$ cat src/rtl/crono_vga_pkg.sv
// Shared definitions for the chrono-display register sequencer: FSM state
// encoding, field indices, default RTC chrono addresses and a one-hot decoder.
package crono_vga_pkg;

  typedef enum logic [2:0] {
    IDLE = 3'd0,
    REQ  = 3'd1,
    WAIT = 3'd2,
    CAPT = 3'd3,
    NEXT = 3'd4
  } estado_t;

  localparam logic [1:0] CAMPO_SEG     = 2'd0;
  localparam logic [1:0] CAMPO_MIN     = 2'd1;
  localparam logic [1:0] CAMPO_HORA    = 2'd2;
  localparam logic [1:0] CAMPO_NINGUNO = 2'd3;

  localparam logic [7:0] DIR_SEG_DEF  = 8'h21;
  localparam logic [7:0] DIR_MIN_DEF  = 8'h22;
  localparam logic [7:0] DIR_HORA_DEF = 8'h23;

  // Field index to {hora,min,seg} enable; "none" yields no enable.
  function automatic logic [2:0] onehot3(input logic [1:0] campo);
    logic [2:0] r;
    r = '0;
    case (campo)
      CAMPO_SEG:  r = 3'b001;
      CAMPO_MIN:  r = 3'b010;
      CAMPO_HORA: r = 3'b100;
      default:    r = '0;
    endcase
    return r;
  endfunction

endpackage

$ cat src/rtl/contador_timeout_crono.sv
// 8-bit clearable wait counter; expira flags that TIMEOUT-1 cycles have elapsed.
module contador_timeout_crono #(
  parameter int unsigned TIMEOUT = 255
) (
  input  logic clk,
  input  logic reset,
  input  logic clr,
  input  logic en,
  output logic expira
);

  localparam logic [7:0] LIMITE = 8'(TIMEOUT - 1);

  logic [7:0] cuenta;

  // Count cycles spent waiting; clear has priority over increment.
  always_ff @(posedge clk) begin
    if (reset)
      cuenta <= '0;
    else if (clr)
      cuenta <= '0;
    else if (en)
      cuenta <= cuenta + 8'd1;
  end

  assign expira = (cuenta == LIMITE);

endmodule

$ cat src/rtl/control_registros_crono_vga.sv
// Sequences capture of the chrono seconds/minutes/hours display registers:
// reads each field from the RTC in RTC mode, or steers EN_deco to the field
// under edit in user mode.
module control_registros_crono_vga
  import crono_vga_pkg::*;
#(
  parameter logic [7:0]  DIR_SEG  = DIR_SEG_DEF,
  parameter logic [7:0]  DIR_MIN  = DIR_MIN_DEF,
  parameter logic [7:0]  DIR_HORA = DIR_HORA_DEF,
  parameter int unsigned TIMEOUT  = 255
) (
  input  logic       clk,
  input  logic       reset,
  input  logic       seleccion,
  input  logic       inicio,
  input  logic       listo,
  input  logic [1:0] campo_usr,
  output logic [7:0] direccion,
  output logic       leer,
  output logic       EN,
  output logic [2:0] EN_deco,
  output logic       ocupado,
  output logic       error_to
);

  estado_t    estado, estado_d;
  logic [1:0] indice, indice_d;
  logic [7:0] direccion_d;
  logic       leer_d, EN_d, ocupado_d, error_to_d;
  logic [2:0] EN_deco_d;
  logic       cnt_clr, cnt_en, expira;

  contador_timeout_crono #(
    .TIMEOUT(TIMEOUT)
  ) u_timeout (
    .clk    (clk),
    .reset  (reset),
    .clr    (cnt_clr),
    .en     (cnt_en),
    .expira (expira)
  );

  // State, field index and every output are registered together; the
  // combinational block below computes their next values.
  always_ff @(posedge clk) begin
    if (reset) begin
      estado    <= IDLE;
      indice    <= CAMPO_SEG;
      direccion <= '0;
      leer      <= 1'b0;
      EN        <= 1'b0;
      EN_deco   <= '0;
      ocupado   <= 1'b0;
      error_to  <= 1'b0;
    end else begin
      estado    <= estado_d;
      indice    <= indice_d;
      direccion <= direccion_d;
      leer      <= leer_d;
      EN        <= EN_d;
      EN_deco   <= EN_deco_d;
      ocupado   <= ocupado_d;
      error_to  <= error_to_d;
    end
  end

  // Next-state and next-output logic; strobes default low, held values hold.
  always_comb begin
    estado_d    = estado;
    indice_d    = indice;
    direccion_d = direccion;
    leer_d      = 1'b0;
    EN_d        = 1'b0;
    EN_deco_d   = '0;
    ocupado_d   = ocupado;
    error_to_d  = error_to;
    cnt_clr     = 1'b0;
    cnt_en      = 1'b0;

    if (estado != IDLE && seleccion) begin
      // Switching to user edit abandons the refresh without any capture.
      estado_d  = IDLE;
      ocupado_d = 1'b0;
    end else begin
      case (estado)
        IDLE: begin
          if (seleccion) begin
            EN_deco_d = onehot3(campo_usr);
          end else if (inicio) begin
            indice_d   = CAMPO_SEG;
            error_to_d = 1'b0;
            ocupado_d  = 1'b1;
            estado_d   = REQ;
          end
        end
        REQ: begin
          case (indice)
            CAMPO_SEG: direccion_d = DIR_SEG;
            CAMPO_MIN: direccion_d = DIR_MIN;
            default:   direccion_d = DIR_HORA;
          endcase
          leer_d   = 1'b1;
          cnt_clr  = 1'b1;
          estado_d = WAIT;
        end
        WAIT: begin
          // A ready arriving on the expiry cycle still captures the field.
          if (listo) begin
            estado_d = CAPT;
          end else if (expira) begin
            error_to_d = 1'b1;
            estado_d   = NEXT;
          end else begin
            cnt_en = 1'b1;
          end
        end
        CAPT: begin
          EN_d      = 1'b1;
          EN_deco_d = onehot3(indice);
          estado_d  = NEXT;
        end
        NEXT: begin
          if (indice == CAMPO_HORA) begin
            ocupado_d = 1'b0;
            estado_d  = IDLE;
          end else begin
            indice_d = indice + 2'd1;
            estado_d = REQ;
          end
        end
        default: estado_d = IDLE;
      endcase
    end
  end

endmodule

$ cat config.mk
export PLATFORM = sky130hd
export DESIGN_NAME = control_registros_crono_vga
export DESIGN_NICKNAME = d
export VERILOG_FILES = /design/src/rtl/crono_vga_pkg.sv /design/src/rtl/contador_timeout_crono.sv /design/src/rtl/control_registros_crono_vga.sv
export SDC_FILE = /design/constraint.sdc
export NUM_CORES = 1
export LEC_CHECK = 0
export ABC_AREA = 1
export CORE_MARGIN = 10
export CORE_UTILIZATION = 61
export CTS_CLUSTER_SIZE = 10
export DETAILED_ROUTE_END_ITERATION = 12
export DONT_BUFFER_PORTS = 1
export PLACE_DENSITY_LB_ADDON = 0.2
export SLEW_MARGIN = 5
export SYNTH_ARGS = -nofsm -noshare
export SYNTH_HDL_FRONTEND = slang
export SYNTH_SLANG_ARGS = --single-unit
$ cat constraint.sdc
create_clock -name clk -period 1.55 [get_ports clk]
set_clock_uncertainty 0.2 [all_clocks]
set_input_delay 0.3875 -clock clk [delete_from_list [all_inputs] [get_ports clk]]
set_output_delay 0.3875 -clock clk [all_outputs]
set_load 0.02 [all_outputs]
==> results of run 1 <==
==> cell usage after synthesis (3+ instances only) <==
cell type,count
sky130_fd_sc_hd__a21oi_1,11
sky130_fd_sc_hd__buf_4,5
sky130_fd_sc_hd__dfxtp_1,23
sky130_fd_sc_hd__ha_1,5
sky130_fd_sc_hd__inv_1,21
sky130_fd_sc_hd__nand2_1,44
sky130_fd_sc_hd__nand2_2,3
sky130_fd_sc_hd__nand3_1,9
sky130_fd_sc_hd__nor2_1,19
sky130_fd_sc_hd__nor2_2,3
sky130_fd_sc_hd__nor2_4,3
sky130_fd_sc_hd__o21ai_0,7
==> through the flow <==
stage	hold WS (ns)	setup TNS, ns
floorplan	0.266	0
global placement	0.289	-0.00337
detailed placement	0.299	-0.102
CTS	0.0165	0
global route	0.00695	-0.727
finish	0.0201	-0.0338
==> worst paths after layout <==
| kind | start | end | slack, ns | cells after the start |
|---|---|---|---|---|
| setup / recovery | u_timeout.cuenta[0]$_SDFFE_PP0P_ | u_timeout.cuenta[7]$_SDFFE_PP0P_ | -0.02 | 9 |
| hold / removal | reset | EN$_SDFF_PP0_ | 0.02 | 3 |
| setup reg to reg | u_timeout.cuenta[0]$_SDFFE_PP0P_ | u_timeout.cuenta[7]$_SDFFE_PP0P_ | -0.02 | 9 |
| hold reg to reg | u_timeout.cuenta[6]$_SDFFE_PP0P_ | u_timeout.cuenta[6]$_SDFFE_PP0P_ | 0.33 | 2 |
==> timing repair <==
action                     4_1_cts  5_1_grt
setup endpoints to repair        3       14
pin swaps                        0        7
cloned                           0        0
buffers inserted                 1        2
gates resized for setup          2       30
==> power by group through the flow <==
stage / combinational [W] / sequential [W] / clock [W]
3_5_place_dp: 0.000320 / 0.000723 / 0
4_1_cts: 0.000330 / 0.000708 / 0.000285
5_1_grt: 0.000420 / 0.000718 / 0.000304
2_1_floorplan: 0.000269 / 0.000714 / 0
3_3_place_gp: 0.000312 / 0.000721 / 0
6_report: 0.000376 / 0.000711 / 0.000276
==> layout by cell type, fill, tap and decap left out, drive strengths merged <==
cell type  netlist  final
nand2           49     49
nor2            26     26
inv             23     23
dfxtp           23     23
a21oi           11     11
nand3           10     10
o21ai            8      8
buf              5      7
conb             1      5
ha               5      5
clkbuf           0      3
nor3             2      2
a22oi            2      2
xnor2            2      2
a31oi            1      1
nor3b            1      1
nand3b           1      1
xor2             1      1
nand4            1      1
clkinv           0      1
==> area by class of cell <==
type | count | area [sq um] | share of cell area
Multi-Input combinational cell | 125 | 756 | 0.531
Sequential cell | 23 | 467 | 0.328
Inverter | 23 | 86.3 | 0.0607
Timing Repair Buffer | 7 | 52.6 | 0.0369
Tap cell | 27 | 33.8 | 0.0237
Clock buffer | 3 | 22.5 | 0.0158
Clock inverter | 1 | 5.00 | 0.00352
==> worst max-delay path: stages (launching register included) <==
cell and delay, ns:
sky130_fd_sc_hd__dfxtp_2 0.37, sky130_fd_sc_hd__inv_2 0.06, sky130_fd_sc_hd__ha_4 0.15, sky130_fd_sc_hd__nand2_2 0.06, sky130_fd_sc_hd__nor2_2 0.04, sky130_fd_sc_hd__nand2_2 0.12
sky130_fd_sc_hd__nand2_4 0.09, sky130_fd_sc_hd__nor2_8 0.20, sky130_fd_sc_hd__nand2_1 0.08, sky130_fd_sc_hd__a21oi_1 0.13
==> registers in the layout, indices dropped and copies added, names as in the netlist <==
name	flops
EN	1
u_timeout.cuenta	8
ocupado	1
EN_deco	3
leer	1
direccion	3
indice	2
error_to	1
estado	3
==> layer usage <==
metal,track usage,part of all wire
met1,0.147,0.44
met3,0.0424,0.072
met5,0,0
met2,0.199,0.48
met4,0.0508,0.010
==> cell families (layout without fill, tap and decap cells) <==
logic type | after synthesis | after routing | share of synthesized area
other | 1 | 5 | 0.00301
adders and majority gates | 5 | 5 | 0.0503
buffers and inverters | 28 | 34 | 0.0995
and+or+nand+nor | 90 | 90 | 0.363
AOI/OAI and AO/OA | 22 | 22 | 0.0935
xor gates and xnor gates | 3 | 3 | 0.0211
DFF | 23 | 23 | 0.370
==> results.md, run 1 <==
- The flow ran to the end, but the final reports show violations.
- The checks that failed: setup timing.
- The smallest setup slack after layout is -0.0214 ns.
- The required arrival time at the worst endpoint is 1.60 ns.
- The first global-routing pass estimated 4.32 mm of wire.
- The top flip-flop cell by instance count after synthesis is sky130_fd_sc_hd__dfxtp_1.
- The placed cell area is 1290 sq um.
- The routed length per placed instance is 13.4 um.
- Of the total power, the share spent switching nets is 0.367.
- The count of pins over their slew limit came to 0.
- In the global route stage, overall resource usage came out at 0.124.
- In the post-synthesis netlist, the biggest area contributors are sky130_fd_sc_hd__dfxtp_1 37%, sky130_fd_sc_hd__nand2_1 13%, sky130_fd_sc_hd__inv_1 6.3%.
- The floorplan row count is 16.
- The number of hold-slack violations in the final timing report is 0.
- The synthesized design contains 23 register bits.
- Of the cells placed in the final design, the portion with a size suffix greater than 1 is 0.308.
- The TritonCTS clock tree is built.
- The remaining global-route overflow is 0.
- The pre-antenna-repair detailed-routing pass consisted of 4 iterations.
- The final instance area is 1420 sq um.
- The power per cell area is 958 nW/um^2.
- Setup repair after global routing could not meet its margin everywhere.
- The number of vias per cell is 5.35.
- Once layout is complete, the utilization of the core stands at 0.733.
- The clock buffer count from CTS is 3.
- The initial utilization of the core area, before any placement, comes to 0.641.
- The analysis attributes to net switching a power of 0.000500 W.
- The number of antenna diodes is 0.
- The worst slack at placement is -0.0631 ns.
- Detailed placement ended at an HPWL of 2.01 mm.
- The library cell occupying the most area in the post-synthesis netlist is sky130_fd_sc_hd__dfxtp_1.
- The routed layout has 1119 vias.
- The initial antenna violation count was 0.
- The number of sinks driven by the clock tree is 23.
- The number of instances in the synthesized netlist is 172.
- The max capacitance violation total is 0.
- The post-synthesis average cell area is 7.24 sq um.
- The floorplan step defined a die boundary enclosing 4250 sq um.
- The number of enable-type register cells in the synthesized netlist is 0.
- The design draws 0.00136 W.
- The total standard cell area after synthesis is 1240 sq um.
- The final period utilization is 1.01.
- Once detail routing completed, the nets flagged for antenna violations numbered 0.
- For the worst setup path, the data arrival time is 1.62 ns.
- The CTS clock-pin slew for the worst setup and hold paths is 0.13 ns.
- Of the total power, combinational logic draws 0.276.
- The part of the total power dissipated in the clock network is 0.203.
- The maximum level of the CTS H-tree is 1.
- The number of buffers added on ports is 0.
- The core region is 1940 sq um.
- The die is 65.2 um tall.
- After detailed routing, the number of remaining DRC violations is 0.
- STA classifies the critical path startpoint as a register.
- The share of total power dissipated in sequential elements is 0.522.
- The number of unique standard cell types used by synthesis is 26.
- The root cell of the clock tree is sky130_fd_sc_hd__clkbuf_4.
- In this run the static leakage power is 0.578 nW.
- The count of boundary I/O pins is 22.
- The final instance count without filler cells is 209.
- The via count of the first global-routing pass was 965.
- The classification of the worst-slack hold path is in2reg.
- The area growth from synthesis to layout is 14.3%.
- In this run the worst path has a maximum fanout of 8.
- Entering global routing, the biggest net connects 14 pins.
- At the end of the flow, the number of nets in the layout was 195.
- The number of warning messages in the yosys log is 0.
- The maximum clock insertion buffer count is 2.
- In this run, post-CTS hold repair placed 0 buffers.
- The number of placed instances, taps included, is 202.
- The fraction of registers with async set/reset is 0.
- The critical setup path kind is reg2reg.
- The routability congestion estimate is 0.857.
- Across the VDD grid, the largest voltage drop is 0.699 mV.
- The share of the Yosys chip area taken by registers is 0.370.
- The count of fill cells added during filler insertion is 163.
- The worst setup path is captured at a register.
- The detailed-route wire length is 2.79 mm.
- The width of the die is 65.2 um.
- The timing-limited maximum frequency is 636 MHz.
- The shortest period the worst path allows is 1.57 ns.
- For this block, the initial DRC count from the detailed router was 65.
- The internal power component is 0.000863 W.
- The share of synthesized area in the top cell type comes to 0.370.
- The final-report setup violation count is 4.
- The clock latency on the worst-skew pair is 0.31 ns.
Note: power is estimated with default switching activity, not from simulation.
==> run 2: changes to the inputs <==
- PLACE_DENSITY: unset -> 0.83
- PLACE_DENSITY_LB_ADDON: 0.2 -> unset
==> run 2 against run 1 <==
- the run now ends clean
- total power is 1.5% lower
- clock power hardly changed
- fmax is 1.7% higher
- critical path depth stayed put
- hold slack better by 0.0016 ns
- non-clock buffer count is 1 lower
- sequential power hardly changed
- final cell count is 0.48% lower
- via count is 4.9% lower
- sequential share of layout area is 0.68 points higher
- critical path type unchanged
- largest cell class unchanged
- highest routed layer unchanged
==> results.md, run 2 (synthesis results as in run 1) <==
- The worst hold margin is 0.0217 ns (+0.00157 ns).
- The post-route antenna net violation count came to 0 (unchanged).
- The max capacitance violation total is 0 (unchanged).
- The y dimension of the die was 65.2 um (unchanged).
- TritonCTS built the clock tree.
- The routability congestion estimate is 0.853 (-0.50%).
- The power per cell area is 961 nW/um^2 (+0.28%).
- The final instance count without filler cells is 208 (-0.48%).
- The width of the die is 65.2 um (unchanged).
- The required arrival time at the worst endpoint is 1.59 ns (about the same).
- The number of hold-slack violations in the final timing report is 0 (unchanged).
- The post-detailed-route DRC marker count was 0 (unchanged).
- The capturing element type of the critical path is a register.
- The floorplan die area was 4250 sq um (unchanged).
- CTS placed an instance of sky130_fd_sc_hd__clkbuf_4 at the clock tree root.
- For hold timing, the worst endpoint is EN$_SDFF_PP0_.
- In the layout the commonest cells are 36 x sky130_fd_sc_hd__nand2_1, 20 x sky130_fd_sc_hd__inv_1, 18 x sky130_fd_sc_hd__nor2_1, 17 x sky130_fd_sc_hd__dfxtp_1, 11 x sky130_fd_sc_hd__nand2_2.
- The remaining global-route overflow was 0 (unchanged).
- The area taken by flip-flops and latches was 468 sq um (+0.27%).
- The combinational group share of total power is 0.265 (-0.011).
- The most common library cell in the layout ignoring fill and taps is sky130_fd_sc_hd__nand2_1.
- The ratio of cells with drive above 1 in the final layout is 0.276 (-0.0314).
- The detailed-route wire length is 2.72 mm (-2.6%).
- The total power consumption of the routed design is 0.00134 W (-1.5%).
- The count of boundary I/O pins is 22 (unchanged).
- Walking the worst path, the cells encountered are inv_2, ha_4, nand2_2, nor2_2, nand2_2, nand2_4, nor2_8, nand2_1, a21oi_2.
- The first-pass iteration count of the detailed router was 4 (unchanged).
- The part of the total power dissipated in the clock network is 0.203 (about the same).
- The count of pins over their slew limit came to 0 (unchanged).
- The category of the worst setup path launch point is a register.
- The total of hold buffers inserted after clock tree synthesis is 0 (unchanged).
- The CTS clock-pin slew for the worst setup and hold paths came to 0.12 ns (about the same).
- The endpoint identified for the worst register-to-register timing path is u_timeout.cuenta[0]$_SDFFE_PP0P_.
- The setup total negative slack came to 0 ns (+0.0338 ns).
- The flip-flop count of the largest register after layout came to 8 (unchanged).
- The instance count along the most critical hold path is 3 (unchanged).
- The shortest period the worst path allows is 1.55 ns (-0.0260 ns).
- The final period utilization is 0.997 (-0.0168).
- Setup repair after global routing could not meet its margin everywhere.
- The count of fill cells added during filler insertion is 168 (+3.1%).
- The number of buffers added on ports is 0 (unchanged).
- The highest fanout seen on the critical path is 8 (unchanged).
- The maximum vdd drop was 0.856 mV (+23%).
- The total instance count after detailed placement is 201 (-0.50%).
- The worst stage delay on the critical path is 0.36 ns (about the same).
- The multi-input gate area in the final layout was 737 sq um (-2.5%).
- The floorplan row count was 16 (unchanged).
- The violation count after the first detailed-route iteration is 35 (-46%).
- The via count of the first global-routing pass is 1018 (+5.5%).
- The global-route wire length before repair is 4.33 mm (+0.32%).
- The clock buffer count from CTS is 3 (unchanged).
- The synthesis-to-layout area growth is 12.3%.
- The global-route total usage across every layer is 0.123 (-0.000476).
- The core outline area is 1940 sq um (unchanged).
- The critical setup path kind is reg2reg.
- The register bank with the most flops is u_timeout.cuenta.
- The number of antenna diodes was 0 (unchanged).
- The largest individual stage delay along the critical path comes from the cell sky130_fd_sc_hd__dfxtp_2.
- The path class of the tightest hold or removal check is in2reg.
- The final-report setup violation count is 0 (-4).
- The maximum clock insertion buffer count is 2 (unchanged).
- The data arrival time of the critical path is 1.59 ns (-0.03 ns).
- The register-to-register path setup slack is 0.005 ns (+0.03 ns).
- The placed cell area is 1280 sq um (-0.58%).
- The cell occurring most often along the worst timing path is sky130_fd_sc_hd__nand2_2.
- The clock latency on the worst-skew pair is 0.30 ns (about the same).
- The power dissipated by switching net loads was 0.000479 W (-4.3%).
- The timing-limited maximum frequency came to 647 MHz (+1.7%).
- The internal power component is 0.000864 W (+0.13%).
- The run finished with clean final reports.
- The via count is 1064 (-4.9%).
- The net count reported at finish is 194 (-0.51%).
- The most critical setup path has its startpoint at u_timeout.cuenta[0]$_SDFFE_PP0P_.
- The sum of net half-perimeters after detailed placement is 2.02 mm (+0.87%).
- The switching share of total power came to 0.357 (-0.0104).
- The depth of the worst register-to-register path is 9 (unchanged).
- The initial cell density of the core is 0.641 (unchanged).
- The number of sinks driven by the clock tree is 23 (unchanged).
- The routed length per placed instance is 13.1 um (-2.2%).
- The maximum level of the CTS H-tree is 1 (unchanged).
- The initial antenna violation count is 0 (unchanged).
- The beginning of the worst register-to-register path is u_timeout.cuenta[0]$_SDFFE_PP0P_.
- The static leakage is 0.572 nW (-1.0%).
- The number of vias per cell is 5.12 (-4.5%).
- The final instance area was 1400 sq um (-1.8%).
- The sequential share of power is 0.532 (+0.010).
- The maximum number of pins on one net before global-route repair is 14 (unchanged).
- In this run the most critical hold path is launched from reset.
-- run 2: per-stage QoR --
stage	setup WS (ns)	util
finish	0.00463	0.720
global route	-0.0844	0.720
CTS	0.00875	0.675
detailed placement	-0.00706	0.659
global placement	0.0402	0.659
floorplan	0.118	-
-- run 2: layout make-up --
class                           count  share of cell area
Inverter                           23              0.0618
Clock inverter                      1             0.00358
Tap cell                           27              0.0242
Clock buffer                        3              0.0161
Timing Repair Buffer                6              0.0322
Sequential cell                    23               0.335
Multi-Input combinational cell    125               0.527
-- run 2: repair_timing --
| item | in CTS | in global routing |
|---|---|---|
| setup endpoints to repair | 6 | 16 |
| resized for setup | 2 | 25 |
| buffers inserted | 0 | 3 |
| pin swaps | 0 | 10 |
-- run 2: routing by layer --
metal	vias up	part of all wire	global-route usage
met1	494	0.40	0.129
met3	2	0.060	0.0424
met2	19	0.54	0.221
met5	-	0	0
met4	0	0.0033	0.0481
li1	549	-	-
-- run 2: power by group through the flow --
| stage | registers, W | logic (W) | clock network (W) |
|---|---|---|---|
| 4_1_cts | 0.000712 | 0.000317 | 0.000282 |
| 3_5_place_dp | 0.000724 | 0.000315 | 0 |
| 6_report | 0.000714 | 0.000356 | 0.000273 |
| 2_1_floorplan | 0.000714 | 0.000269 | 0 |
| 3_3_place_gp | 0.000722 | 0.000306 | 0 |
| 5_1_grt | 0.000720 | 0.000400 | 0.000302 |
-- run 2: worst max-delay path, delay by kind of cell, from the launching register on --
family                     cells  cell delay, ns
and+or+nand+nor                6            0.62
DFF                            1            0.36
adders and majority gates      1            0.15
AOI/OAI and AO/OA              1            0.11
buffers and inverters          1            0.05
-- run 2: how the worst max path moves through the flow --
stage / slack, ns / cells after the start / endpoint
after floorplan: 0.12 / 9 / u_timeout.cuenta[0]$_SDFFE_PP0P_
after global placement: 0.04 / 6 / u_timeout.cuenta[0]$_SDFFE_PP0P_
after detailed placement: -0.007 / 8 / indice[0]$_SDFFE_PP0P_
after CTS: 0.009 / 6 / u_timeout.cuenta[2]$_SDFFE_PP0P_
after global routing: -0.08 / 9 / u_timeout.cuenta[5]$_SDFFE_PP0P_
final: 0.005 / 9 / u_timeout.cuenta[0]$_SDFFE_PP0P_
==> run 3: changes to the inputs <==
- MAX_ROUTING_LAYER: unset -> met4
==> run 3 against run 2 <==
- sequential cell count unchanged
- final area unchanged
- via count decreased by 1.2%
- utilization unchanged
- global-route usage increased by 0.28 points
- non-clock buffer count unchanged
- sequential power about the same
- fmax about the same
- register-to-register slack about the same
- clock power about the same
- sequential share of layout area unchanged
- largest cell class unchanged
==> results.md, run 3 (synthesis results as in run 1) <==
- The violation count after the first detailed-route iteration came to 32 (-8.6%).
- The startpoint identified for the worst register-to-register timing path is u_timeout.cuenta[0]$_SDFFE_PP0P_.
- The global-route wire length before repair is 4.31 mm (-0.65%).
- The critical path starts at u_timeout.cuenta[0]$_SDFFE_PP0P_.
- The depth of the worst register-to-register path is 9 (unchanged).
- The synthesis-to-layout area growth was 12.3% (unchanged).
- The via count of the first global-routing pass came to 1025 (+0.69%).
- The capturing element type of the critical path is a register.
- The initial antenna violation count is 0 (unchanged).
- The number of antenna diodes is 0 (unchanged).
- The number of sinks driven by the clock tree came to 23 (unchanged).
- The setup total negative slack is 0 ns (unchanged).
- The register bank with the most flops is u_timeout.cuenta.
- The first-pass iteration count of the detailed router is 4 (unchanged).
- The TritonCTS clock tree is built.
- The shortest period the worst path allows is 1.55 ns (+0.00109 ns).
- The classification of the worst-slack hold path is in2reg.
- The detailed-route wire length came to 2.73 mm (+0.29%).
- The most numerous cell type found on the critical path is sky130_fd_sc_hd__nand2_2.
- The core outline area was 1940 sq um (unchanged).
- The worst flop-to-flop path endpoint is u_timeout.cuenta[0]$_SDFFE_PP0P_.
- The remaining global-route overflow is 0 (unchanged).
- The net count reported at finish is 194 (unchanged).
- The number of hold-slack violations in the final timing report is 0 (unchanged).
- The y dimension of the die was 65.2 um (unchanged).
- The max capacitance violation total is 0 (unchanged).
- The post-detailed-route DRC marker count was 0 (unchanged).
- The critical path ends at u_timeout.cuenta[0]$_SDFFE_PP0P_.
- The worst setup path is launched from a register.
- The final instance count without filler cells is 208 (unchanged).
- The final period utilization is 0.998 (about the same).
- The floorplan die area is 4250 sq um (unchanged).
- The register-to-register path setup slack is 0.004 ns (about the same).
- The initial cell density of the core is 0.641 (unchanged).
- The timing-limited maximum frequency came to 647 MHz (about the same).
- The number of vias per cell is 5.05 (-1.2%).
- The routed length per placed instance is 13.1 um (+0.29%).
- The floorplan row count is 16 (unchanged).
- The number of buffers added on ports came to 0 (unchanged).
- The count of pins over their slew limit is 0 (unchanged).
- The flow ran to the end, and the final reports show no timing, DRC or antenna violations.
- The required arrival time at the worst endpoint came to 1.59 ns (about the same).
- The worst-path cell with the longest stage delay is sky130_fd_sc_hd__dfxtp_2.
- The total instance count after detailed placement was 201 (unchanged).
- The power per cell area is 962 nW/um^2 (+0.15%).
- The global-route total usage across every layer is 0.126 (+0.00280).
- The library cell used most frequently in the layout, excluding fill and tap cells, is sky130_fd_sc_hd__nand2_1.
- The tree is rooted in a sky130_fd_sc_hd__clkbuf_4.
- The width of the die came to 65.2 um (unchanged).
- The instance count along the most critical hold path came to 3 (unchanged).
- Traced cell by cell, the critical path runs through inv_2, ha_4, nand2_2, nor2_2, nand2_2, nand2_4, nor2_8, nand2_1, a21oi_2.
- The count of fill cells added during filler insertion came to 168 (unchanged).
- The worst stage delay on the critical path was 0.36 ns (about the same).
- The clock buffer count from CTS is 3 (unchanged).
- The via count is 1051 (-1.2%).
- The maximum number of pins on one net before global-route repair is 14 (unchanged).
- The maximum level of the CTS H-tree is 1 (unchanged).
- The post-route antenna net violation count was 0 (unchanged).
- The maximum vdd drop is 0.859 mV (+0.31%).
- The static leakage is 0.572 nW (unchanged).
- The total of hold buffers inserted after clock tree synthesis is 0 (unchanged).
- The highest fanout seen on the critical path came to 8 (unchanged).
- The ratio of cells with drive above 1 in the final layout was 0.276 (unchanged).
- The clock latency on the worst-skew pair is 0.30 ns (about the same).
- The routability congestion estimate is 0.866 (+1.6%).
- The CTS clock-pin slew for the worst setup and hold paths came to 0.12 ns (about the same).
- The final-report setup violation count is 0 (unchanged).
- The critical setup path kind is reg2reg.
- Leaving out fill and tap cells, the most frequent cells in the layout are 36 x sky130_fd_sc_hd__nand2_1, 20 x sky130_fd_sc_hd__inv_1, 18 x sky130_fd_sc_hd__nor2_1, 17 x sky130_fd_sc_hd__dfxtp_1, 11 x sky130_fd_sc_hd__nand2_2.
- The flip-flop count of the largest register after layout is 8 (unchanged).
- Setup repair after global routing could not meet its margin everywhere.
- The count of boundary I/O pins is 22 (unchanged).
- The maximum clock insertion buffer count is 2 (unchanged).
- The sum of net half-perimeters after detailed placement is 2.02 mm (unchanged).
- The data arrival time of the critical path was 1.59 ns (about the same).
## run 3: timing repair
action | in CTS | in global routing
pin swaps | 0 | 10
endpoints found under the hold margin | 0 | 0
gates resized for setup | 2 | 25
buffers inserted | 0 | 3
setup endpoints to repair | 6 | 16
## run 3: final cells by class
class                           count  area (sq um)  area share
Inverter                           23          86.3      0.0618
Tap cell                           27          33.8      0.0242
Multi-Input combinational cell    125           737       0.527
Sequential cell                    23           468       0.335
Clock buffer                        3          22.5      0.0161
Timing Repair Buffer                6          45.0      0.0322
Clock inverter                      1          5.00     0.00358
## run 3: where the power goes
part / switching (W) / internal (W) / total, W / leakage, nW
sequential: 0.0000730 / 0.000641 / 0.000714 / 0.189
combinational: 0.000230 / 0.000126 / 0.000357 / 0.365
clock: 0.000178 / 0.0000962 / 0.000274 / 0.0177
total: 0.000481 / 0.000864 / 0.00135 / 0.572
## run 3: worst min-delay path by stage
stage | startpoint | end | slack [ns]
3_5_place_dp | u_timeout.cuenta[7]$_SDFFE_PP0P_ | u_timeout.cuenta[7]$_SDFFE_PP0P_ | 0.29
6_report | reset | EN$_SDFF_PP0_ | 0.02
3_3_place_gp | u_timeout.cuenta[7]$_SDFFE_PP0P_ | u_timeout.cuenta[7]$_SDFFE_PP0P_ | 0.28
5_1_grt | reset | EN$_SDFF_PP0_ | 0.02
2_1_floorplan | u_timeout.cuenta[7]$_SDFFE_PP0P_ | u_timeout.cuenta[7]$_SDFFE_PP0P_ | 0.27
4_1_cts | reset | EN$_SDFF_PP0_ | 0.01
## run 3: routing by layer
layer  up-vias  GRT usage  wire length, um
met5         -          -                0
met4         0     0.0481                9
met3         2     0.0424              170
met2        21      0.223             1460
met1       480      0.125             1080
li1        548          -                -
## run 3: critical path: cells and delay by family (launching register included)
family / cells / cell delay (ns)
buffers and inverters: 1 / 0.05
DFF: 1 / 0.36
adders and majority gates: 1 / 0.15
and+or+nand+nor: 6 / 0.62
AOI/OAI and AO/OA: 1 / 0.11
## run 3: per-stage QoR
step	hold WS [ns]	utilization	worst slack, ns	power (W)	cell area [sq um]
floorplan	0.266	-	0.118	0.000983	1260
global placement	0.278	0.659	0.0402	0.00103	1280
detailed placement	0.285	0.659	-0.00706	0.00104	1280
CTS	0.0103	0.675	0.00875	0.00131	1310
global route	0.0199	0.720	-0.0845	0.00142	1400
finish	0.0203	0.720	0.00354	0.00135	1400
